==> config.mk <==
export PLATFORM = sky130hd
export DESIGN_NAME = ram_initiator_flat
export DESIGN_NICKNAME = d
export VERILOG_FILES = /design/src/rtl/ram_if_pkg.sv /design/src/rtl/ram_initiator_if.sv /design/src/rtl/ram_lane_align.sv /design/src/rtl/ram_initiator.sv /design/src/flat_wrapper.sv
export SDC_FILE = /design/constraint.sdc
export NUM_CORES = 1
export LEC_CHECK = 0
export ABC_CLOCK_PERIOD_IN_PS = 3470
export CORE_MARGIN = 3
export CORE_UTILIZATION = 45
export DETAILED_ROUTE_END_ITERATION = 6
export GPL_TIMING_DRIVEN = 1
export PLACE_DENSITY = 0.9
export SYNTH_ARGS = -nofsm -noshare
export SYNTH_HDL_FRONTEND = slang
export SYNTH_SLANG_ARGS = --single-unit
==> constraint.sdc <==
create_clock -name i_clk -period 3.47 [get_ports i_clk]
set_clock_uncertainty 0.2 [all_clocks]
set_input_delay 0.5205 -clock i_clk [delete_from_list [all_inputs] [get_ports i_clk]]
set_output_delay 0.5205 -clock i_clk [all_outputs]
set_load 0.03 [all_outputs]
==> src/rtl/ram_if_pkg.sv <==
// Shared encodings for the RAM initiator: request size codes, FSM states
// and the legality check for a request's size/alignment.
package ram_if_pkg;

  localparam logic [1:0] SZ_BYTE = 2'b00;
  localparam logic [1:0] SZ_HALF = 2'b01;
  localparam logic [1:0] SZ_WORD = 2'b10;

  typedef enum logic [1:0] {
    IDLE  = 2'd0,
    ISSUE = 2'd1,
    WAIT  = 2'd2,
    RESP  = 2'd3
  } state_t;

  // True when the request can never reach the RAM: illegal size code or
  // an address not aligned to the access size.
  function automatic logic req_bad(input logic [1:0] size, input logic [1:0] addr_lo);
    case (size)
      SZ_BYTE: return 1'b0;
      SZ_HALF: return addr_lo[0];
      SZ_WORD: return addr_lo != 2'b00;
      default: return 1'b1;
    endcase
  endfunction

endpackage

==> src/rtl/ram_initiator_if.sv <==
// Core-request / response / RAM-port bundle of the RAM initiator.
// master: the initiator itself; slave: the core and RAM around it.
interface ram_initiator_if #(
  parameter int ADDR_WIDTH = 12
);

  logic                  i_req_valid;
  logic                  o_req_ready;
  logic                  i_req_we;
  logic [1:0]            i_req_size;
  logic                  i_req_unsigned;
  logic [ADDR_WIDTH-1:0] i_req_addr;
  logic [31:0]           i_req_wdata;
  logic                  o_rsp_valid;
  logic [31:0]           o_rsp_rdata;
  logic                  o_rsp_err;
  logic                  o_cs;
  logic                  o_wr_en;
  logic [3:0]            o_b_en;
  logic [31:0]           o_wr_data;
  logic [ADDR_WIDTH-1:0] o_addr;
  logic                  i_ack;
  logic [31:0]           i_rd_data;

  modport master (
    input  i_req_valid, i_req_we, i_req_size, i_req_unsigned, i_req_addr,
           i_req_wdata, i_ack, i_rd_data,
    output o_req_ready, o_rsp_valid, o_rsp_rdata, o_rsp_err,
           o_cs, o_wr_en, o_b_en, o_wr_data, o_addr
  );

  modport slave (
    output i_req_valid, i_req_we, i_req_size, i_req_unsigned, i_req_addr,
           i_req_wdata, i_ack, i_rd_data,
    input  o_req_ready, o_rsp_valid, o_rsp_rdata, o_rsp_err,
           o_cs, o_wr_en, o_b_en, o_wr_data, o_addr
  );

endinterface

==> src/rtl/ram_lane_align.sv <==
// Combinational lane steering: byte enables and write-data replication for
// the captured request, load extraction/extension from the RAM word, and
// the size/alignment check on the incoming request.
module ram_lane_align
  import ram_if_pkg::*;
(
  input  logic [1:0]  chk_size,
  input  logic [1:0]  chk_addr_lo,
  output logic        chk_bad,
  input  logic [1:0]  size,
  input  logic [1:0]  addr_lo,
  input  logic        is_unsigned,
  input  logic [31:0] wdata,
  input  logic [31:0] rd_data,
  output logic [3:0]  b_en,
  output logic [31:0] wr_data,
  output logic [31:0] rd_ext
);

  logic [31:0] rd_shift;

  assign chk_bad  = req_bad(chk_size, chk_addr_lo);
  // Bring the addressed byte/half down to bit 0 before extension.
  assign rd_shift = rd_data >> {addr_lo, 3'b000};

  // Lane selection and extension per access size.
  always_comb begin
    // NOTE: every output gets a default first so no path leaves one unassigned (no latch).
    b_en    = '0;
    wr_data = '0;
    rd_ext  = '0;
    case (size)
      SZ_BYTE: begin
        b_en    = 4'b0001 << addr_lo;
        wr_data = {4{wdata[7:0]}};
        rd_ext  = is_unsigned ? {24'b0, rd_shift[7:0]} : {{24{rd_shift[7]}}, rd_shift[7:0]};
      end
      SZ_HALF: begin
        b_en    = 4'b0011 << addr_lo;
        wr_data = {2{wdata[15:0]}};
        rd_ext  = is_unsigned ? {16'b0, rd_shift[15:0]} : {{16{rd_shift[15]}}, rd_shift[15:0]};
      end
      SZ_WORD: begin
        b_en    = 4'b1111;
        wr_data = wdata;
        rd_ext  = rd_data;
      end
      default: ;
    endcase
  end

endmodule

==> src/rtl/ram_initiator.sv <==
// Single-outstanding RAM initiator: accepts a core load/store, issues one
// RAM access, waits for the ack (with timeout) and returns a one-cycle
// response. Misaligned or illegal requests are answered without a RAM access.
module ram_initiator
  import ram_if_pkg::*;
#(
  parameter int ADDR_WIDTH = 12,
  parameter int TIMEOUT    = 15
) (
  input  logic            i_clk,
  input  logic            i_rst,
  ram_initiator_if.master bus
);

  localparam int CW = $clog2(TIMEOUT + 1);

  state_t                state, state_nxt;
  logic [CW-1:0]         cnt;
  logic                  req_we;
  logic [1:0]            req_size;
  logic                  req_unsigned;
  logic [ADDR_WIDTH-1:0] req_addr;
  logic [31:0]           req_wdata;
  logic [31:0]           rsp_rdata;
  logic                  rsp_err;

  logic                  accept;
  logic                  bad_in;
  logic                  timeout_hit;
  logic [3:0]            lane_b_en;
  logic [31:0]           lane_wr_data;
  logic [31:0]           lane_rd_ext;

  assign accept      = (state == IDLE) && bus.i_req_valid;
  assign timeout_hit = (cnt == CW'(TIMEOUT - 1));

  ram_lane_align u_align (
    .chk_size    (bus.i_req_size),
    .chk_addr_lo (bus.i_req_addr[1:0]),
    .chk_bad     (bad_in),
    .size        (req_size),
    .addr_lo     (req_addr[1:0]),
    .is_unsigned (req_unsigned),
    .wdata       (req_wdata),
    .rd_data     (bus.i_rd_data),
    .b_en        (lane_b_en),
    .wr_data     (lane_wr_data),
    .rd_ext      (lane_rd_ext)
  );

  // State register.
  always_ff @(posedge i_clk or posedge i_rst) begin
    // NOTE: sequential state uses non-blocking assignments so all flops update together.
    if (i_rst) state <= IDLE;
    else       state <= state_nxt;
  end

  // Next state and all outputs; RAM strobes only in ISSUE, response only in RESP.
  always_comb begin
    state_nxt       = state;
    bus.o_req_ready = 1'b0;
    bus.o_rsp_valid = 1'b0;
    bus.o_rsp_rdata = '0;
    bus.o_rsp_err   = 1'b0;
    bus.o_cs        = 1'b0;
    bus.o_wr_en     = 1'b0;
    bus.o_b_en      = '0;
    bus.o_wr_data   = '0;
    bus.o_addr      = '0;
    case (state)
      IDLE: begin
        bus.o_req_ready = !i_rst;
        if (bus.i_req_valid) state_nxt = bad_in ? RESP : ISSUE;
      end
      ISSUE: begin
        bus.o_cs      = 1'b1;
        bus.o_wr_en   = req_we;
        bus.o_b_en    = lane_b_en;
        bus.o_wr_data = req_we ? lane_wr_data : 32'h0;
        bus.o_addr    = {req_addr[ADDR_WIDTH-1:2], 2'b00};
        state_nxt     = WAIT;
      end
      WAIT: begin
        if (bus.i_ack || timeout_hit) state_nxt = RESP;
      end
      RESP: begin
        bus.o_rsp_valid = 1'b1;
        bus.o_rsp_rdata = rsp_rdata;
        bus.o_rsp_err   = rsp_err;
        state_nxt       = IDLE;
      end
      default: state_nxt = IDLE;
    endcase
  end

  // Request capture, wait counter and response registers.
  always_ff @(posedge i_clk or posedge i_rst) begin
    // NOTE: captured request and response data are reset too, so nothing stale survives an abort.
    if (i_rst) begin
      cnt          <= '0;
      req_we       <= 1'b0;
      req_size     <= SZ_BYTE;
      req_unsigned <= 1'b0;
      req_addr     <= '0;
      req_wdata    <= '0;
      rsp_rdata    <= '0;
      rsp_err      <= 1'b0;
    end else begin
      case (state)
        IDLE: begin
          cnt <= '0;
          if (accept) begin
            req_we       <= bus.i_req_we;
            req_size     <= bus.i_req_size;
            req_unsigned <= bus.i_req_unsigned;
            req_addr     <= bus.i_req_addr;
            req_wdata    <= bus.i_req_wdata;
            rsp_rdata    <= '0;
            rsp_err      <= bad_in;
          end
        end
        ISSUE: cnt <= '0;
        WAIT: begin
          if (bus.i_ack) begin
            rsp_rdata <= req_we ? 32'h0 : lane_rd_ext;
            rsp_err   <= 1'b0;
          end else if (timeout_hit) begin
            rsp_rdata <= '0;
            rsp_err   <= 1'b1;
          end else begin
            cnt <= cnt + 1'b1;
          end
        end
        default: ;
      endcase
    end
  end

endmodule

==> src/flat_wrapper.sv <==
// flat-port wrapper written by rule: the top's interface ports become plain ports
module ram_initiator_flat import ram_if_pkg::*;
#(
  parameter int ADDR_WIDTH = 12,
  parameter int TIMEOUT    = 15
)
  (i_clk, i_rst, bus_i_req_valid, bus_i_req_we, bus_i_req_size, bus_i_req_unsigned, bus_i_req_addr, bus_i_req_wdata, bus_i_ack, bus_i_rd_data, bus_o_req_ready, bus_o_rsp_valid, bus_o_rsp_rdata, bus_o_rsp_err, bus_o_cs, bus_o_wr_en, bus_o_b_en, bus_o_wr_data, bus_o_addr);
  ram_initiator_if #(.ADDR_WIDTH(ADDR_WIDTH)) bus_i ();
  input  logic i_clk;
  input  logic i_rst;
  input wire logic [$bits(bus_i.i_req_valid)-1:0] bus_i_req_valid;
  input wire logic [$bits(bus_i.i_req_we)-1:0] bus_i_req_we;
  input wire logic [$bits(bus_i.i_req_size)-1:0] bus_i_req_size;
  input wire logic [$bits(bus_i.i_req_unsigned)-1:0] bus_i_req_unsigned;
  input wire logic [$bits(bus_i.i_req_addr)-1:0] bus_i_req_addr;
  input wire logic [$bits(bus_i.i_req_wdata)-1:0] bus_i_req_wdata;
  input wire logic [$bits(bus_i.i_ack)-1:0] bus_i_ack;
  input wire logic [$bits(bus_i.i_rd_data)-1:0] bus_i_rd_data;
  output wire logic [$bits(bus_i.o_req_ready)-1:0] bus_o_req_ready;
  output wire logic [$bits(bus_i.o_rsp_valid)-1:0] bus_o_rsp_valid;
  output wire logic [$bits(bus_i.o_rsp_rdata)-1:0] bus_o_rsp_rdata;
  output wire logic [$bits(bus_i.o_rsp_err)-1:0] bus_o_rsp_err;
  output wire logic [$bits(bus_i.o_cs)-1:0] bus_o_cs;
  output wire logic [$bits(bus_i.o_wr_en)-1:0] bus_o_wr_en;
  output wire logic [$bits(bus_i.o_b_en)-1:0] bus_o_b_en;
  output wire logic [$bits(bus_i.o_wr_data)-1:0] bus_o_wr_data;
  output wire logic [$bits(bus_i.o_addr)-1:0] bus_o_addr;
  assign bus_i.i_req_valid = bus_i_req_valid;
  assign bus_i.i_req_we = bus_i_req_we;
  assign bus_i.i_req_size = bus_i_req_size;
  assign bus_i.i_req_unsigned = bus_i_req_unsigned;
  assign bus_i.i_req_addr = bus_i_req_addr;
  assign bus_i.i_req_wdata = bus_i_req_wdata;
  assign bus_i.i_ack = bus_i_ack;
  assign bus_i.i_rd_data = bus_i_rd_data;
  assign bus_o_req_ready = bus_i.o_req_ready;
  assign bus_o_rsp_valid = bus_i.o_rsp_valid;
  assign bus_o_rsp_rdata = bus_i.o_rsp_rdata;
  assign bus_o_rsp_err = bus_i.o_rsp_err;
  assign bus_o_cs = bus_i.o_cs;
  assign bus_o_wr_en = bus_i.o_wr_en;
  assign bus_o_b_en = bus_i.o_b_en;
  assign bus_o_wr_data = bus_i.o_wr_data;
  assign bus_o_addr = bus_i.o_addr;
  ram_initiator #(.ADDR_WIDTH(ADDR_WIDTH), .TIMEOUT(TIMEOUT)) u_core (.i_clk(i_clk), .i_rst(i_rst), .bus(bus_i));
endmodule
Yosys cells after proc, flatten, opt, wreduce, memory -nomap -nowiden
Cells that the tools add are included.
{"block": "totals", "regBits": 87, "latchBits": 0, "mem_bits_rw": 0, "romBits": 0, "output_inout_bits": 85, "elab_cells": 73, "memories": 0}
{"block": "op_classes", "addsub": 1, "multipliers": 0, "n_div": 0, "magnitude_cmp": 0, "n_eq_ne": 14, "shift": 3, "muxes": 32, "n_bitwise": 0, "reduce_logical": 14}
{"cell": "$mux W32", "count": 9}
{"cell": "$pmux W32 S3", "count": 2}
{"cell": "$pmux W32 S2", "count": 1}
{"cell": "$shr A32 B5 Y16", "count": 1}
{"cell": "$mux W12", "count": 1}
{"cell": "$mux W4", "count": 3}
{"cell": "$pmux W4 S3", "count": 1}
{"cell": "$eq A2 B2 Y1 const B", "count": 4}
{"cell": "$mux W1", "count": 8}
{"cell": "$pmux W2 S4", "count": 1}
{"cell": "$pmux W4 S2", "count": 1}
{"cell": "$eq A2 B1 Y1 const B", "count": 3}
{"cell": "$logic_not A2 Y1", "count": 3}
{"cell": "$mux W2", "count": 3}
{"cell": "$ne A2 B2 Y1 const B", "count": 3}
{"cell": "$reduce_and A3 Y1", "count": 2}
{"cell": "$reduce_bool A2 Y1", "count": 3}
{"cell": "$add A4 B1 Y4 const B", "count": 1}
{"cell": "$eq A4 B4 Y1 const B", "count": 1}
{"cell": "$ne A2 B1 Y1 const B", "count": 2}
{"cell": "$reduce_and A2 Y1", "count": 2}
{"cell": "$shl A1 B2 Y4 const A", "count": 1}
{"cell": "$shl A2 B2 Y4 const A", "count": 1}
{"cell": "$ne A3 B2 Y1 const B", "count": 1}
{"cell": "6 further kinds", "count": 6}

Depth between registers and ports, before layout
{"block": "logic_depth", "ltp_word": 6, "mapped_depth": 8, "mapped_depth_nobuf": 6}

By module
A second synthesis with hierarchy kept.
{"block": "hier_totals", "cells_unflattened": 530, "hier_area_um2": 5263.8}
{"mod": "ram_initiator", "n_inst": 1, "cells_each": 323, "area_per_inst_um2": 3987.6, "seq_area_each_um2": 2177.1}
{"mod": "ram_lane_align", "n_inst": 1, "cells_each": 207, "area_per_inst_um2": 1276.2, "seq_area_each_um2": 0.0}

Worst setup path after synthesis
OpenSTA, ideal clock, no wires.
{"block": "synth_timing", "path_type": "flip-flop to output port", "startpoint": "register u_core.req_size[0]", "endpoint": "output port bus_o_wr_data[13]", "arrival_time_ps": 1995, "t_required_ps": 2749, "path_slack_ps": 754, "path_stages_with_launch": 7, "path_buffers": 3, "path_cell_list": "dfrtp_1 -> clkbuf_1 -> nor2b_1 -> clkbuf_1 -> buf_1 -> a2bb2oi_1 -> nor2_1"}
{"block": "synth_via", "elab_chain_len": 4}
{"item": "start, declared", "line": "ram_initiator.sv:20", "rtl": "logic [1:0] req_size;"}
{"item": "start signal, assigned", "line": "ram_initiator.sv:114", "rtl": "req_size <= bus.i_req_size;"}
{"item": "$eq A2 B2 Y1 (tied with other cells)", "line": "ram_lane_align.sv:32", "rtl": "case (size)"}
{"item": "$pmux W32 S3 (*)", "line": "ram_lane_align.sv:32"}
{"item": "$mux W32 (*)", "line": "ram_initiator.sv:79", "rtl": "bus.o_wr_data = req_we ? lane_wr_data : 32'h0;"}
{"item": "$mux W32 (*)", "line": "ram_initiator.sv:70", "rtl": "case (state)"}
{"item": "end, declared", "line": "flat_wrapper.sv:26", "rtl": "output wire logic [$bits(bus_i.o_wr_data)-1:0] bus_o_wr_data;"}
Mark *: on every way between the ends. The rest lies on a longest branch, timed or not.

Worst setup path in the final report
{"block": "layout_timing", "startpoint": "register u_core.state[1]", "endpoint": "output port bus_o_wr_en"}
{"block": "layout_via", "elab_chain_len": 2}
{"item": "start, declared", "line": "ram_initiator.sv:17", "rtl": "state_t state, state_nxt;"}
{"item": "start signal, assigned", "line": "ram_initiator.sv:55", "rtl": "else state <= state_nxt;"}
{"item": "$eq A2 B1 Y1", "line": "ram_initiator.sv:70"}
{"item": "$mux W1", "line": "ram_initiator.sv:70"}
{"item": "end, declared", "line": "flat_wrapper.sv:24", "rtl": "output wire logic [$bits(bus_i.o_wr_en)-1:0] bus_o_wr_en;"}
No other way between the ends.

==> run_results.csv <==
group,metric,value,unit
sta,final.min_clock_period,3.09,ns
power,internal-power,0.00335,W
sta,setup_tns,0,ns
clock_network,cts_max_path_buffers,2,
sta,worstMarginPinSlew,0.750,ns
setup_path,crit_path_end,"bus_o_wr_en",
logic_synthesis,synthSimpleGateAreaFrac,15.3,%
floorplan,core-area,10400,µm²
sta,hold_ws,0.278,ns
logic_synthesis,synth_compound_area_share,19.7,%
setup_path,cp_max_fo,24,
logic_synthesis,yosysTopAreaCellShare,45.4,%
logic_synthesis,synth_area,4800,µm²
logic_synthesis,synthTopCellsByArea,"dfrtp_1 (45%), mux2_2 (13%), and2_1 (6.6%)",
detailed_routing,wl_met1,5.41,mm
place,io_buffers,166,
finish,syn2layout_area_growth,41.9,%
setup_path,path_depth,7,
place,hpwl,10.8,mm
detailed_routing,met3WireLength,1.42,mm
finish,n_fill_cell,793,
run,cap_violations,0,
clock_network,clk_latency,0.36,ns
setup_path,r2r.worst_path.cells,6,
detailed_routing,vias_per_cell,5.64,
finish,finish.utilization,65.7,%
sta,finalHoldViolations,0,
power,power.density,838,nW/µm²
clock_network,cts_tree,"done",
logic_synthesis,synth.distinct_cells,45,
detailed_routing,wl_per_cell,19.0,µm
logic_synthesis,yosysTopAreaCell,"dfrtp_1",
floorplan,dieArea,11900,µm²
setup_path,arrival,2.37,ns
clock_network,htree_num_levels,3,
logic_synthesis,synthAdderAreaFrac,1.56,%
clock_network,clockRootBuffer,"clkbuf_8",
detailed_routing,wl_met2,7.05,mm
grt,grt.overflow.total,0,
power,power_frac_comb,53.3,%
setup_path,crit_family,"buffers and inverters",
logic_synthesis,synth_top_family_by_area,"compound AO/OA/AOI/OAI gates",
power,net-switching-power,0.00236,W
logic_synthesis,synth_mux_area_share,14.0,%
logic_synthesis,ys_warn_count,0,
floorplan,die-height,109,µm
setup_path,crit_buf_inv,5,
power,seqPwrFrac,33.5,%
sta,period_share,89.0,%
floorplan,num_rows,37,
detailed_routing,antenna_left,0,
grt,gr-usage-all-layers,24.5,%
grt,grt_pass1_vias,4334,
detailed_routing,top_layer,"met4",
grt,antenna_found_initial,0,
logic_synthesis,synth_xor_area_share,0,%
power,swShare,41.3,%
setup_path,reg2reg_from,"u_core.state[0]$_DFFE_PP0P_",
setup_path,crit_chain,"inv_1 -> ha_1 -> buf_4 -> nand2_1 -> buf_4 -> inv_1 -> clkdlybuf4s50_1",
logic_synthesis,yosysSeqAreaShare,45.4,%
detailed_routing,drt_wl_total,14.3,mm
logic_synthesis,synthCells,452,
place,placed_area,6600,µm²
outcome,status,"finished, final reports clean",
power,p_leak,2.94,nW
grt,grt_pass1_wl,22.5,mm
finish,multi_input_area,2450,µm²
detailed_routing,vias,4236,
place,gp_congestion,0.891,
clock_network,cts_sinks,87,
power,vdd_drop_max,0.446,mV
clock_network,cts_buffers,9,
finish,fin_area,6810,µm²
sta,setup_violations,0,
sta,maxSlewHeadroom,50.0,%
sta,max_clock_freq,324,MHz
logic_synthesis,syn_area_per_cell,10.6,µm²
floorplan,die_w,109,µm
setup_path,required,2.75,ns
floorplan,io_pins,169,
detailed_routing,drtIter0Drc,220,
finish,drive_above_1_share,22.4,%
setup_path,slowest_delay,0.67,ns
setup_path,r2r_slack,0.67,ns
finish,n_antenna_cell,0,
detailed_routing,drc,0,
sta,rsz0062_at_grt,"false",
setup_path,path_class,"reg2out",
power,power.clock.fraction,13.1,%
place,dp_slack,0.517,ns
sta,final.setup.worst_slack,0.382,ns
finish,regArea,2180,µm²
setup_path,startpoint,"u_core.state[1]$_DFFE_PP0P_",
sta,final_max_slew_viol_count,0,
setup_path,r2r-end,"u_core.rsp_rdata[13]$_DFFE_PP0P_",
setup_path,crit_slowest_cell,"clkdlybuf4s50_1",
finish,nNetsFinal,700,
detailed_routing,dr.pass1.iters,5,
clock_network,clkTransAtPathRegs,0.08,ns
setup_path,cp-start-kind,"flip-flop",
logic_synthesis,synth-seq-cells,87,
hold_path,holdCritPathClass,"reg2reg",
floorplan,start_util,46.3,%
setup_path,end_kind,"output port",
grt,grt_start_max_net_pins,50,
[synth_stat cells (all sizes together)]
library cell and n:
a211o 2, or4 1, nor4b 1, a21oi 32, nand4 1, mux2 56, a22o 7, o31a 1
nand3b 2, o211a 1, a22oi 8, nor3 3, a2bb2oi 16, nor2 35, nand3 2, o22a 1
buf 12, and2 51, a2111oi 1, nor4 2, o21a 3, conb 1, dfrtp 87, and3 1
o21bai 1, mux2i 4, nand2 16, o2bb2ai 8, inv 10, ha 6, nor2b 14, o22ai 2
nor3b 1, clkbuf 24, a221o 30, o21ai 3, a21o 1, or4b 1, a31oi 1, nand2b 3
[worst register-to-register path: stages (launching register included)]
cell     delay [ns]
dfrtp_1        0.42
inv_1          0.11
ha_1           0.38
nand2_1        0.16
or4_1          0.64
nor4_2         0.60
a221o_1        0.22
[registers in the layout (all words and copies together), names as in the netlist]
register             count
u_core.req_size          2
u_core.req_addr         12
u_core.cnt               4
u_core.req_we            1
u_core.rsp_err           1
u_core.state             2
u_core.req_unsigned      1
u_core.req_wdata        32
u_core.rsp_rdata        32
[metal layers]
metal / up-vias / global-route usage (%)
li1: 1949 / -
met1: 2042 / 29.7
met2: 218 / 41.1
met3: 27 / 6.81
met4: 0 / 10.2
met5: - / 0
[worst min path at each step]
stage          depth (start not counted)                        endpoint  slack, ns                            from
6_report                               2      u_core.rsp_err$_DFFE_PP0P_       0.28      u_core.rsp_err$_DFFE_PP0P_
5_1_grt                                1  u_core.req_addr[8]$_DFFE_PP0P_       0.31  u_core.req_addr[8]$_DFFE_PP0P_
4_1_cts                                2      u_core.rsp_err$_DFFE_PP0P_       0.28      u_core.rsp_err$_DFFE_PP0P_
3_5_place_dp                           2      u_core.rsp_err$_DFFE_PP0P_       0.26      u_core.rsp_err$_DFFE_PP0P_
3_3_place_gp                           2      u_core.rsp_err$_DFFE_PP0P_       0.25      u_core.rsp_err$_DFFE_PP0P_
2_1_floorplan                          2      u_core.rsp_err$_DFFE_PP0P_       0.24      u_core.rsp_err$_DFFE_PP0P_
[placed cells by master, fill, tap and decap left out, drive strengths merged, types with 4 or more instances in the layout]
cell / Yosys / layout
mux2: 56 / 56
nand2: 16 / 16
dfrtp: 87 / 87
buf: 12 / 50
a21oi: 32 / 32
clkbuf: 24 / 13
a22oi: 8 / 8
ha: 6 / 6
nor2b: 14 / 14
a2bb2oi: 16 / 16
nor2: 35 / 35
a22o: 7 / 7
clkdlybuf4s50: 0 / 132
mux2i: 4 / 4
and2: 51 / 51
a221o: 30 / 30
o2bb2ai: 8 / 8
inv: 10 / 9
[cells by family after synthesis]
| family | Yosys count |
|---|---|
| multiplexers | 60 |
| adder cells (fa/ha/maj) | 6 |
| AND/OR/NAND/NOR | 134 |
| flip-flops | 87 |
| other | 1 |
| AO/OA/AOI/OAI | 118 |
| buffers and inverters | 46 |
[power by group through the flow]
stage	registers, W	clock network (W)	logic (W)
global placement	0.00189	0	0.00292
detailed placement	0.00192	0	0.00304
finish	0.00192	0.000749	0.00305
global route	0.00198	0.000803	0.00329
floorplan	0.00171	0	0.00220
CTS	0.00191	0.000760	0.00305
[layout make-up]
class | count | share of cell area [%]
clock buffers | 13 | 2.48
clock inverters | 3 | 0.588
inverters | 10 | 0.569
multi-input cells | 320 | 35.9
flip-flops and latches | 87 | 32.0
well taps | 136 | 2.50
repair buffers | 182 | 26.0
[through the flow]
| step | power (W) | cells |
|---|---|---|
| 2_1_floorplan | 0.00391 | 453 |
| 3_3_place_gp | 0.00482 | 735 |
| 3_5_place_dp | 0.00497 | 735 |
| 4_1_cts | 0.00572 | 751 |
| 5_1_grt | 0.00607 | 751 |
| 6_report | 0.00571 | 751 |
[timing repair]
action,4_1_cts,5_1_grt
setup buffers,0,0
hold buffers,0,0
setup endpoints to repair,0,33
gates resized for setup,0,1
No activity file was read; power rests on OpenSTA's default activity.
